`src/rtl/wb_port_sched.sv`:
```
// wb_port_sched: arbitrates the RF write port between single-cycle writebacks and one outstanding load (timeout under WBS_TIMEOUT_EN)
module wb_port_sched #(
  parameter int TIMEOUT_CYCLES = 64,
  parameter int CNT_W = 7
) (
  input  logic       clk,
  input  logic       rst_n,
  input  logic       instr_valid,
  input  logic       wb_en,
  input  logic [1:0] wb_src,
  input  logic [4:0] rd,
  input  logic [4:0] rs1,
  input  logic [4:0] rs2,
  input  logic       mem_rsp_valid,
  output logic [1:0] ru_data_wr_src,
  output logic       ru_wr,
  output logic [4:0] ru_rd,
  output logic       stall,
  output logic       load_pending,
  output logic       load_err
);
  typedef enum logic {IDLE, WAIT_LOAD} state_t;
  state_t state, state_nxt;
  logic [4:0] pend_rd;
  logic busy, rd_nz, hazard, accept, start, rsp_wr, single_wr, tmo;
  if (CNT_W < $clog2(TIMEOUT_CYCLES + 1)) begin : g_cnt_w_check
    $error("CNT_W too narrow for TIMEOUT_CYCLES");
  end
`ifdef WBS_TIMEOUT_EN
  logic [CNT_W-1:0] wait_cnt;
  assign tmo = busy & ~mem_rsp_valid & (wait_cnt == CNT_W'(TIMEOUT_CYCLES - 1));
  // wait counter: cleared on load issue, saturating count while waiting
  always_ff @(posedge clk or negedge rst_n)
    if (!rst_n) wait_cnt <= '0;
    else if (start) wait_cnt <= '0;
    else if (busy && wait_cnt != '1) wait_cnt <= wait_cnt + 1'b1;
  // sticky timeout flag
  always_ff @(posedge clk or negedge rst_n)
    if (!rst_n) load_err <= 1'b0;
    else if (tmo) load_err <= 1'b1;
`else
  assign tmo = 1'b0;
  assign load_err = 1'b0;
`endif
  // hazard detection, port arbitration and next-state selection
  always_comb begin
    busy = state == WAIT_LOAD;
    rd_nz = rd != 5'd0;
    hazard = rs1 == pend_rd || rs2 == pend_rd || (wb_en && rd == pend_rd) ||
             (wb_src == 2'b01 && wb_en && rd_nz) || (mem_rsp_valid && wb_en && rd_nz);
    stall = busy & instr_valid & hazard;
    accept = instr_valid & ~stall;
    start = ~busy & accept & wb_en & rd_nz & (wb_src == 2'b01);
    rsp_wr = busy & mem_rsp_valid;
    single_wr = accept & wb_en & rd_nz & ~wb_src[0];
    ru_wr = rsp_wr | single_wr;
    ru_rd = rsp_wr ? pend_rd : single_wr ? rd : 5'd0;
    ru_data_wr_src = rsp_wr ? 2'b01 : single_wr ? wb_src : 2'b00;
    load_pending = busy;
    state_nxt = busy ? ((mem_rsp_valid || tmo) ? IDLE : WAIT_LOAD) : (start ? WAIT_LOAD : IDLE);
  end
  // state register
  always_ff @(posedge clk or negedge rst_n)
    if (!rst_n) state <= IDLE;
    else state <= state_nxt;
  // destination of the outstanding load
  always_ff @(posedge clk or negedge rst_n)
    if (!rst_n) pend_rd <= 5'd0;
    else if (start) pend_rd <= rd;
endmodule

```
`config.mk`:
```
export PLATFORM = sky130hd
export DESIGN_NAME = wb_port_sched
export DESIGN_NICKNAME = d
export VERILOG_FILES = /design/src/rtl/wb_port_sched.sv
export SDC_FILE = /design/constraint.sdc
export NUM_CORES = 1
export LEC_CHECK = 0
export CORE_AREA = 2 2 44 46
export DETAILED_ROUTE_END_ITERATION = 8
export DIE_AREA = 0 0 46 48
export MAX_ROUTING_LAYER = met4
export PLACE_DENSITY = 0.7
export SYNTH_ARGS = -nofsm -noshare
export SYNTH_HDL_FRONTEND = slang
export SYNTH_SLANG_ARGS = --single-unit
```
`constraint.sdc`:
```
create_clock -name clk -period 2.9 [get_ports clk]
set_input_delay 0.87 -clock clk [delete_from_list [all_inputs] [get_ports clk]]
set_output_delay 0.87 -clock clk [all_outputs]
set_load 0.02 [all_outputs]
```
==> summary.md <==
The flow ran to the end, but the final reports show violations. The final reports fail on setup timing. The first routing iteration left 12 violations. The run gives 15 as the count of standard-cell rows. Of the total synthesized cell area, the portion taken by full adders, half adders and majority gates is 0%. The share of layout cells above drive strength 1 is 51.2%, and the die width is 46 um.

Data on the critical path is required at its endpoint by 2.03 ns. Along the worst path, the maximum fanout reaches 3. The final worst setup slack was -0.165 ns; the number of global-route vias before repair was 750.

The routed wirelength normalized by instance count was 14.9 um. Yosys mapped a number of flops with a built-in enable equal to 0. Cell leakage power: 0.546 nW. The worst setup path is of the input pin to primary output kind. Adding up every negative setup slack in the final design gives -0.957 ns. The synthesized design contains 6 register bits. The run gives 1 as the number of levels in the clock H-tree.

For the total count of max-transition violations in the final report, the log shows 0. Hold timing on the final database bottoms out at a slack of 0.636 ns. The largest family of logic cells by synthesized area is simple AND/OR/NAND/NOR gates. The run gives 0.00942 ns as the final worst clock skew. The cell area after technology mapping was 613 sq um; the peak clock frequency supported by timing was 326 MHz. When the netlist entered floorplanning its net count stood at 95. The synthesized-area fraction occupied by ao, oa, aoi and oai cells was 21.8%. TritonCTS built the clock tree. Walking the worst path, the cells encountered are buf_8, nor3_4, nand2_2, a32o_2, or2_4, buf_6, and3_4, buf_6. The cell repeated most along the worst path is sky130_fd_sc_hd__buf_6. Compared with the post-synthesis result, the final layout area differs by 86.7%. The slowest stage of the critical path belongs to the cell sky130_fd_sc_hd__a32o_2.

Initial antenna violation count: 0. For the detailed-route wire length, the log shows 2.11 mm. Worst min-delay path class: register to register. The final critical path takes up 106% of the cycle.

After synthesis, the share of flip-flops with an asynchronous set or reset is 100%. Cell chosen for the clock root: sky130_fd_sc_hd__clkbuf_4. The worst path needs 3.07 ns of the cycle, external delays included. The initial utilization of the core area, before any placement, comes to 36.3%.

The synthesized netlist devotes 21.4% of its cell area to XOR and XNOR gates. Of the synthesized area, sequential elements account for 24.5%. The ratio of total power to cell area is 370 nW/um^2. In this run the vertical extent of the chip is 48 um.

Setup violations remaining at the end of the flow were counted as 8. Sum of net half-perimeters after detailed placement: 1.54 mm. The number of hold-slack violations in the final timing report came out at 0. The tools report the number of nets in the layout as 149. STA classifies the critical path endpoint as a primary output. Data on the critical path arrives at its endpoint at 2.20 ns. Kind of start point of the critical path: an input pin. Clock-pin slew was measured on the worst setup and hold paths at 0.04 ns.

IR analysis of the VDD net gives a maximum drop of 0.000312 V. The count of input and output buffers was 31; the last weighted congestion value of the routability-driven placer was 0.894. Setup repair after global routing could not meet its margin everywhere.

For the maximum root-to-sink buffer count, the log shows 2. For the number of buffers added by the clock tree synthesis step, the log shows 3. The total number of clock tree sinks was 6; the mux share of post-synthesis cell area was 0%. For the maximum number of pins on one net before global-route repair, the log shows 8.

The max capacitance violation total came out at 0. On the worst path, the slowest cell contributes a delay of 0.30 ns. Detailed-route vias per instance: 5.20.

The number of instances in the synthesized netlist is 73, and the all-layer global routing usage is 20.8%. The clock reaches the later pin of the worst-skew pair after 0.25 ns. After detailed routing, the number of remaining DRC violations is 0. Overall power consumption after layout is estimated at 0.424 mW. After clock tree synthesis, the flow added hold-fix buffers numbering 0.

The floorplan step defined a die boundary enclosing 2210 sq um. In this run the remaining antenna-violating nets after routing total 0. The netlist uses 28 different library cells.

Global-route wire length before repair: 3.08 mm. For this run, the detailed router's first-pass iteration total came to 4. The detailed router placed 739 vias in this run. The repair_antennas step left the layout with diodes totalling 0. The logs give 0 for the number of warnings printed during yosys synthesis and 0 for the sum of overflow across all layers after global routing.

Synthesized area divided by synthesized cell count: 8.40 sq um. For the number of primary I/O pins, the log shows 33. The dominant register cell in the synthesized netlist is sky130_fd_sc_hd__dfrtp_1. The simple logic cell fraction of the synthesized area was 23.7%; the area of the core was 1690 sq um.
## sequential cells by signal, indices dropped and copies added, names as in the netlist
register / cells
pend_rd: 5
load_pending: 1
## logic make-up after synthesis
logic type | after synthesis
buffers and inverters | 8
flip-flops | 6
XOR/XNOR | 15
AND/OR/NAND/NOR | 29
AO/OA/AOI/OAI | 14
other | 1
## Yosys cell counts (all sizes together), types with 2 or more instances
master / number / area share, %
nand2: 15 / 9.2
xnor2: 12 / 17
a22o: 7 / 10
dfrtp: 6 / 24
buf: 4 / 5.1
nand3: 3 / 2.4
xor2: 3 / 4.3
a21oi: 2 / 1.6
and3: 2 / 2.2
clkbuf: 2 / 1.6
inv: 2 / 1.2
nor2: 2 / 1.2
nor3: 2 / 1.6
## path summary, 6_finish.rpt
check | depth (start not counted) | startpoint | slack, ns | end
max | 8 | rd[4] | -0.17 | stall
min | 3 | pend_rd[0] | 0.64 | pend_rd[0]
max reg2reg | 3 | load_pending | 1.52 | pend_rd[3]
min reg2reg | 3 | pend_rd[0] | 0.64 | pend_rd[0]
max in group asynchronous | 1 | rst_n | 1.80 | pend_rd[0]
min in group asynchronous | 1 | rst_n | 0.87 | load_pending
## report_power, final
group / total, mW / leakage [nW] / switching, mW / internal (mW)
Clock: 0.0792 / 0.0138 / 0.0322 / 0.0470
Sequential: 0.111 / 0.0767 / 0.0124 / 0.0983
Combinational: 0.234 / 0.455 / 0.108 / 0.126
Total: 0.424 / 0.546 / 0.153 / 0.271
## final cells by class
| class | instances | area (sq um) |
|---|---|---|
| multi-input combinational | 59 | 484 |
| inverter | 2 | 7.51 |
| clock buffer | 3 | 22.5 |
| tap | 17 | 21.3 |
| fill | 149 | 544 |
| sequential | 6 | 150 |
| timing repair buffer | 55 | 459 |
## critical path: cells and delay by family
kind	cells	cell delay (ns)
and+or+nand+nor	4	0.67
AOI/OAI and AO/OA	1	0.30
buffers and inverters	3	0.34
## layer usage
metal	track usage [%]	routed length, um	up-vias
met5	-	0	-
li1	-	-	356
met3	3.77	124	2
met1	21.0	813	352
met2	40.6	1160	29
met4	5.71	8	0
## layout by cell type (no fill, tap or decap), types with 2 or more instances in the layout
cell and count:
sky130_fd_sc_hd__dfrtp_1 6, sky130_fd_sc_hd__xnor2_1 12, sky130_fd_sc_hd__buf_6 9, sky130_fd_sc_hd__clkdlybuf4s50_1 2, sky130_fd_sc_hd__buf_2 5, sky130_fd_sc_hd__nand2_1 13
sky130_fd_sc_hd__nand3_1 2, sky130_fd_sc_hd__clkdlybuf4s15_1 4, sky130_fd_sc_hd__a22o_1 6, sky130_fd_sc_hd__buf_4 25, sky130_fd_sc_hd__inv_2 2, sky130_fd_sc_hd__nand2_2 2
sky130_fd_sc_hd__dlygate4sd2_1 5, sky130_fd_sc_hd__xor2_1 3, sky130_fd_sc_hd__clkbuf_4 3, sky130_fd_sc_hd__clkbuf_2 3
## through the flow
step	instances	instance area [sq um]	setup slack [ns]	util, %
2_1_floorplan	73	628	0.00656	-
3_3_place_gp	135	1070	-1.03	63.3
3_5_place_dp	135	1070	-1.06	63.3
4_1_cts	142	1140	-0.188	67.6
5_1_grt	142	1140	-0.210	67.8
6_report	142	1140	-0.165	67.8
## repair_timing
action / in CTS / in global routing
endpoints found under the setup margin: 9 / 8
pin swaps: 34 / 11
gates resized for setup: 117 / 8
buffers inserted: 5 / 0
No activity file was read; power rests on OpenSTA's default activity.
